File: config.mk
export PLATFORM = sky130hd
export DESIGN_NAME = disp_arbiter
export DESIGN_NICKNAME = d
export VERILOG_FILES = /design/src/rtl/disp_arbiter.sv
export SDC_FILE = /design/constraint.sdc
export NUM_CORES = 1
export LEC_CHECK = 0
export ABC_AREA = 1
export ABC_CLOCK_PERIOD_IN_PS = 6300
export BUFFER_PORTS_ARGS = -buffer_cell sky130_fd_sc_hd__buf_2
export CAP_MARGIN = 20
export CORE_AREA = 2 2 106 108
export DETAILED_ROUTE_END_ITERATION = 6
export DIE_AREA = 0 0 108 110
export PLACE_DENSITY_LB_ADDON = 0.05
export REMOVE_ABC_BUFFERS = 1
export SYNTH_ARGS = -nofsm -noshare
export SYNTH_HDL_FRONTEND = slang
export SYNTH_SLANG_ARGS = --single-unit
File: constraint.sdc
create_clock -name clk -period 6.3 [get_ports clk]
set_input_delay 1.26 -clock clk [delete_from_list [all_inputs] [get_ports clk]]
set_output_delay 1.26 -clock clk [all_outputs]
set_load 0.02 [all_outputs]
File: src/rtl/disp_arbiter.sv
// ============================================================================
// disp_arbiter : round-robin owner arbitration for a shared 4-digit display
// Revision     : 1.0
// ============================================================================
`default_nettype none

module disp_arbiter #(
  parameter int HOLD_CYCLES = 1000,
  parameter int SCAN_DIV    = 50000
) (
  input  logic        clk,
  input  logic        rst,
  input  logic [3:0]  req,
  input  logic [15:0] num0,
  input  logic [15:0] num1,
  input  logic [15:0] num2,
  input  logic [15:0] num3,
  input  logic        lock,
  output logic [15:0] num_out,
  output logic [3:0]  grant,
  output logic [1:0]  owner,
  output logic        blank,
  output logic        scan_tick
);

  localparam int HW = $clog2(HOLD_CYCLES + 1);
  localparam int PW = $clog2(SCAN_DIV);
  localparam logic [HW-1:0] c_hold_load = HW'(HOLD_CYCLES - 1);
  localparam logic [PW-1:0] c_presc_max = PW'(SCAN_DIV - 1);

  typedef enum logic [0:0] {
    IDLE = 1'b0,
    SHOW = 1'b1
  } state_t;

  state_t        state_q, state_d;
  logic [1:0]    last_owner_q, last_owner_d;
  logic [HW-1:0] hold_cnt_q, hold_cnt_d;
  logic [1:0]    owner_q, owner_d;
  logic [3:0]    grant_q, grant_d;
  logic          blank_q, blank_d;
  logic [15:0]   num_out_q, num_out_d;
  logic [PW-1:0] presc_q, presc_d;
  logic          scan_tick_q, scan_tick_d;

  logic [2:0]    pick_any;    // {valid, index} over all requesters
  logic [2:0]    pick_other;  // {valid, index} excluding the current owner

  // Search starts at last+1 and wraps; last itself is tried last.
  function automatic logic [2:0] rr_pick(input logic [3:0] r, input logic [1:0] last);
    logic [2:0] res;
    logic [1:0] idx;
    res = 3'b000;
    for (int i = 4; i >= 1; i--) begin
      idx = last + 2'(i);
      if (r[idx]) res = {1'b1, idx};
    end
    return res;
  endfunction

  function automatic logic [15:0] num_sel(input logic [1:0] idx,
                                          input logic [15:0] n0, input logic [15:0] n1,
                                          input logic [15:0] n2, input logic [15:0] n3);
    logic [15:0] v;
    case (idx)
      2'd0:    v = n0;
      2'd1:    v = n1;
      2'd2:    v = n2;
      default: v = n3;
    endcase
    return v;
  endfunction

  always_comb begin
    state_d      = state_q;
    last_owner_d = last_owner_q;
    hold_cnt_d   = hold_cnt_q;
    owner_d      = owner_q;
    grant_d      = grant_q;
    blank_d      = blank_q;
    num_out_d    = num_out_q;
    pick_any     = rr_pick(req, last_owner_q);
    pick_other   = rr_pick(req & ~(4'b0001 << owner_q), owner_q);

    case (state_q)
      IDLE: begin
        blank_d = 1'b1;
        grant_d = 4'b0000;
        if (pick_any[2]) begin
          state_d      = SHOW;
          owner_d      = pick_any[1:0];
          grant_d      = 4'b0001 << pick_any[1:0];
          blank_d      = 1'b0;
          num_out_d    = num_sel(pick_any[1:0], num0, num1, num2, num3);
          hold_cnt_d   = c_hold_load;
          last_owner_d = pick_any[1:0];
        end
      end
      SHOW: begin
        if (hold_cnt_q != '0) hold_cnt_d = hold_cnt_q - HW'(1);
        if (req[owner_q]) num_out_d = num_sel(owner_q, num0, num1, num2, num3);
        if ((hold_cnt_q == '0) && !lock) begin
          if (pick_other[2]) begin
            owner_d      = pick_other[1:0];
            grant_d      = 4'b0001 << pick_other[1:0];
            num_out_d    = num_sel(pick_other[1:0], num0, num1, num2, num3);
            hold_cnt_d   = c_hold_load;
            last_owner_d = pick_other[1:0];
          end else if (!req[owner_q]) begin
            state_d = IDLE;
            blank_d = 1'b1;
            grant_d = 4'b0000;
          end
        end
      end
      default: state_d = IDLE;
    endcase
  end

  // Display scan prescaler runs regardless of arbitration state.
  always_comb begin
    presc_d     = (presc_q == c_presc_max) ? '0 : presc_q + PW'(1);
    scan_tick_d = (presc_q == c_presc_max);
  end

  always_ff @(posedge clk or posedge rst) begin
    if (rst) begin
      state_q      <= IDLE;
      last_owner_q <= 2'd3;
      hold_cnt_q   <= '0;
      owner_q      <= 2'd0;
      grant_q      <= 4'b0000;
      blank_q      <= 1'b1;
      num_out_q    <= 16'h0000;
      presc_q      <= '0;
      scan_tick_q  <= 1'b0;
    end else begin
      state_q      <= state_d;
      last_owner_q <= last_owner_d;
      hold_cnt_q   <= hold_cnt_d;
      owner_q      <= owner_d;
      grant_q      <= grant_d;
      blank_q      <= blank_d;
      num_out_q    <= num_out_d;
      presc_q      <= presc_d;
      scan_tick_q  <= scan_tick_d;
    end
  end

  assign num_out   = num_out_q;
  assign grant     = grant_q;
  assign owner     = owner_q;
  assign blank     = blank_q;
  assign scan_tick = scan_tick_q;

endmodule

`default_nettype wire

Word level (Yosys, flattened, before mapping) --
Index checks and enable logic that the tools add are counted.
Storage, ports and cells: bits in registers 53, bits of input ports 71, output and inout port bits 24, logic and storage cells 113
Operators by class: add/sub/neg operators 8, $lt $le $gt $ge 8, eq/ne operators 13, shift-type cells 3, multiplexer cells 59, bitwise logic cells 3, reduce and logical (&&, ||, !) cells 10
Operator list (count):
- $pmux W16 S3 | 3
- $mux W16 | 5
- $mux W10 | 4
- $pmux W16 S2 | 1
- $lt A2 B3 Y1 const B | 8
- $mux W3 | 8
- $pmux W10 S2 | 1
- $bmux W1 S2 | 9
- $mux W1 | 17
- $add A16 B1 Y16 const B | 1
- $eq A16 B16 Y1 const B | 1
- $mux W4 | 4
- $shl A1 B2 Y4 const A | 3
- $logic_not A10 Y1 | 1
- $reduce_bool A10 Y1 | 1
- $sub A10 B1 Y10 const B | 1
- $add A2 B2 Y2 const B | 4
- $pmux W4 S2 | 1
- $eq A2 B1 Y1 const B | 3
- $eq A2 B2 Y1 const B | 3
- $logic_not A2 Y1 | 3
- $mux W2 | 3
- $ne A2 B2 Y1 const B | 3
- $reduce_and A3 Y1 | 2
- 11 further kinds | 14

Logic depth before layout (Yosys ltp) --
depth after elaboration 14, mapped depth 19

Worst setup path after synthesis --
OpenSTA, ideal clock, no wires.
kind input to register, from in req[0], to reg num_out_q[12], in the netlist num_out[12], arrival time 2.497 ns, path slack 3.682 ns, stages on the path 14, path buffers 1, path through inv_1 o21ai_2 nand2_1 nand2_1 inv_1 nand2_2 nand2_2 nand2_4 nand2_8 buf_6 o21ai_1 nand3_1 a21oi_1 nand2_1
On the way: cells in the longest elaborated chain, start to end 12, elaborated cells between the ends (all ways) 41
RTL lines:
- start, declared | RTL line 13 | input logic [3:0] req,
- $and A4 B4 Y4 | RTL line 83 | pick_other = rr_pick(req & ~(4'b0001 << owner_q), owner_q);
- $bmux W1 S2 | RTL line 56 | if (r[idx]) res = {1'b1, idx};
- $mux W1 (implied by the code) | RTL line 56
- $mux W3 (4 in a row) | RTL line 56
- $eq A2 B2 Y1 (tied with other cells) | RTL line 65 | case (idx)
- $pmux W16 S3 | RTL line 65
- $mux W16 | RTL line 103 | if (pick_other[2]) begin
- $mux W16 | RTL line 102 | if ((hold_cnt_q == '0) && !lock) begin
- $pmux W16 S2 | RTL line 85 | case (state_q)
- end signal, assigned | RTL line 144 | num_out_q <= num_out_d;
- end, declared | RTL line 42 | logic [15:0] num_out_q, num_out_d;
Several ways; a longest one is shown, not always the timed one. The select of a mux whose other input is x is not followed. A chain may end at the register's enable or synchronous reset.

Worst setup path in the final report --
from reg owner_q[0], in the netlist owner[0], to reg num_out_q[8], in the netlist num_out[8]
On the way: cells in the longest elaborated chain, start to end 14, elaborated cells between the ends (all ways) 32
RTL lines:
- start, declared | RTL line 39 | logic [1:0] owner_q, owner_d;
- start signal, assigned | RTL line 141 | owner_q <= owner_d;
- $shl A1 B2 Y4 | RTL line 83
- $not A4 Y4 | RTL line 83
- $and A4 B4 Y4 | RTL line 83
- $bmux W1 S2 | RTL line 56
- $mux W1 (implied by the code) | RTL line 56
- $mux W3 (4 in a row) | RTL line 56
- $eq A2 B2 Y1 (tied with other cells) | RTL line 65
- $pmux W16 S3 | RTL line 65
- $mux W16 | RTL line 103
- $mux W16 * | RTL line 102
- $pmux W16 S2 * | RTL line 85
Mark *: on every way between the ends. The rest lies on a longest branch, timed or not. The select of a mux whose other input is x is not followed.

==> reports/summary.txt <==
Post-CTS Hold Buffers - 0
Largest net degree at the start of global routing - 54
# DRC - 0
Hpwl dp - 11500 µm
Critical path's top delay family - simple AND/OR/NAND/NOR gates
Mux share of post-synthesis cell area - 0
CP endpoint - num_out[8]
Number of setup buffers added after CTS - 0
Most frequent cells in the layout - 250 x nand2_1, 105 x nand3_1, 94 x buf_2, 80 x inv_1, 50 x dfrtp_1
I/O Buffers - 94
Worst min path class - reg -> reg
H-tree levels - 2
Post-synthesis register bit count - 53
Starting Density - 0.490
R2r worst-path depth - 14
Cell Area, Synth - 5250 µm²
Share of layout cells above drive strength 1 - 0.167
R2R Setup Slk - 2150 ps
Final worst-path setup slack - 2150 ps
XOR/XNOR Fraction of Synth Area - 0.0167
Sequential fraction of the synthesis area - 0.254
Cts repair resizes - 0
Largest family of logic cells by synthesized area - simple AND/OR/NAND/NOR gates
Commonest non-fill, non-tap cell in the layout - nand2_1
Design area - 5740 µm²
CP Depth - 14
Post-synthesis simple-gate area fraction - 0.457
Grt ovf - 0
Worst Max-Slew Pin Slew - 1150 ps
Die Span X - 108 µm
Post-Synth Adder-Cell Area - 0.0143
Final #Nets - 978
Critical Path End Type - register
Tmin final - 4150 ps
Clk root buf - clkbuf_8
Num rows - 38
Status - complete, no violations
Min-delay src - presc_q[0]
Ports - 95
Vias - 6000
GP Congestion - 0.942
Synth cell types - 44
Area Growth Syn to Fin - 9.42%
Drt total wl - 17200 µm
Final setup skew - 17.1 ps
Relative slew margins - 0.230
Critical path arrival - 4380 ps
Max-cap violation count - 0
Fin crit share - 0.659
Worst vdd ir - 187 µV
Final Hold Fails - 0
Fmax achieved - 0.241 GHz
Pre-antenna DRT Iters - 7
Worst flop-to-flop path endpoint - num_out[8]
Yosys warnings - 0
Compound-Gate Fraction of Synth Area - 0.143
CTS Sinks - 53
Worst hold slack - 470 ps
Vias in the first global route - 5590
Worst slack, placed - 2370 ps
Initial DRC count - 625
CP Launch Point - owner[0]
Req. time, crit path - 6530 ps
Reg clk slew, reported paths - 120 ps
Die area - 11900 µm²
Crit path top cell by count - nand2_1
Non-filler instance count after layout - 1043
GR Util All Layers - 0.291
RSZ-0062 raised after global routing - no
Post-DP Area - 5650 µm²
Mean Syn Cell Area - 6.25 µm²
Fin. max-slew vios - 0
Power, Total - 1.38 mW
Critical Path, Cell by Cell - ha_1 > inv_2 > nand3_1 > nand2_1 > nand2_1 > nand2_1 > inv_2 > nand3_2 > nand2_4 > nor2_4 > nand2_1 > nand2_1 > o21bai_1 > nand2_1
Lkg Pwr - 2.96 nW
Inserted Clock Buffers - 5
First-pass GRT wire length - 27300 µm
Startpoint Class - register
Clock tree buffer depth - 2
Final setup violation count - 0
Cells after DPL - 1034
Antenna Nets Post-Route - 0
Worst Path Max Fanout - 36
Max stage delay cell, worst path - ha_1
Die height - 110 µm
Vias/cell - 5.75
Skew-Pair Late Insertion Delay - 330 ps
WL per Instance - 16.5 µm
Core Region - 10700 µm²
Fin util - 0.537
Power Density - 241 nW/µm²
CTS tree - done
R2r startpoint - owner[0]
Syn Inst Count - 840
Setup TNS - 0 ps
Worst Path Buf+Inv - 2
Antenna violations before repair - 1
Fill count - 1054
Slowest stage delay, CP - 850 ps
CP Class - reg -> reg
## metal layers
layer	global-route usage	part of all wire
met2	0.502	0.47
met4	0.105	0.025
met1	0.373	0.43
met3	0.0429	0.081
met5	0	0
## synth_stat cells, drive strengths merged
cell	count	area, µm²
nand2	266	1080
nand3	110	583
inv	91	344
o21ai	61	313
nor2	54	235
dfrtp	50	1250
a21oi	46	230
buf	33	223
nand4	30	188
nand3b	24	180
o21bai	15	113
clkbuf	9	33.8
nor3	9	61.3
xor2	7	61.3
ha	6	75.1
o211ai	6	45.0
nor4	4	40.0
dfstp	3	78.8
or2	3	18.8
xnor2	3	26.3
a31oi	2	12.5
nor3b	2	15.0
o22ai	2	12.5
a21o	1	7.51
clkinv	1	3.75
o221ai	1	8.76
o32ai	1	8.76
## worst min-delay path by stage
stage,slack [ps],end,cells after the start
floorplan,430,presc_q[0],1
global placement,450,presc_q[0],1
detailed placement,460,presc_q[0],1
CTS,470,presc_q[0],1
global route,510,presc_q[0],1
finish,470,presc_q[0],1
## final cells by class
| cell class | count | area (µm²) | area share |
|---|---|---|---|
| Sequential cell | 53 | 1330 | 0.232 |
| Timing Repair Buffer | 96 | 485 | 0.0846 |
| Inverter | 92 | 348 | 0.0606 |
| Multi-Input combinational cell | 653 | 3310 | 0.577 |
| Antenna cell | 1 | 2.50 | 0.000436 |
| Tap cell | 140 | 175 | 0.0305 |
| Clock buffer | 6 | 72.6 | 0.0126 |
| Clock inverter | 2 | 15.0 | 0.00262 |
## state kept, by name, indices dropped and copies added, names as in the netlist
| signal | cells |
|---|---|
| state_q | 1 |
| presc_q | 16 |
| last_owner_q | 2 |
| owner | 2 |
| blank | 1 |
| hold_cnt_q | 10 |
| grant | 4 |
| scan_tick | 1 |
| num_out | 16 |
## where the power goes
| part | switching, mW | total (mW) | internal [mW] |
|---|---|---|---|
| clock | 0.135 | 0.214 | 0.0790 |
| sequential | 0.0607 | 0.457 | 0.396 |
| combinational | 0.483 | 0.711 | 0.228 |
| total | 0.679 | 1.38 | 0.702 |
## cell families after synthesis
| group | Yosys count |
|---|---|
| AND/OR/NAND/NOR | 502 |
| AO/OA/AOI/OAI | 135 |
| buffers and inverters | 134 |
| flip-flops | 53 |
| adder cells (fa/ha/maj) | 6 |
| XOR/XNOR | 10 |
Note: power is estimated with default switching activity, not from simulation.
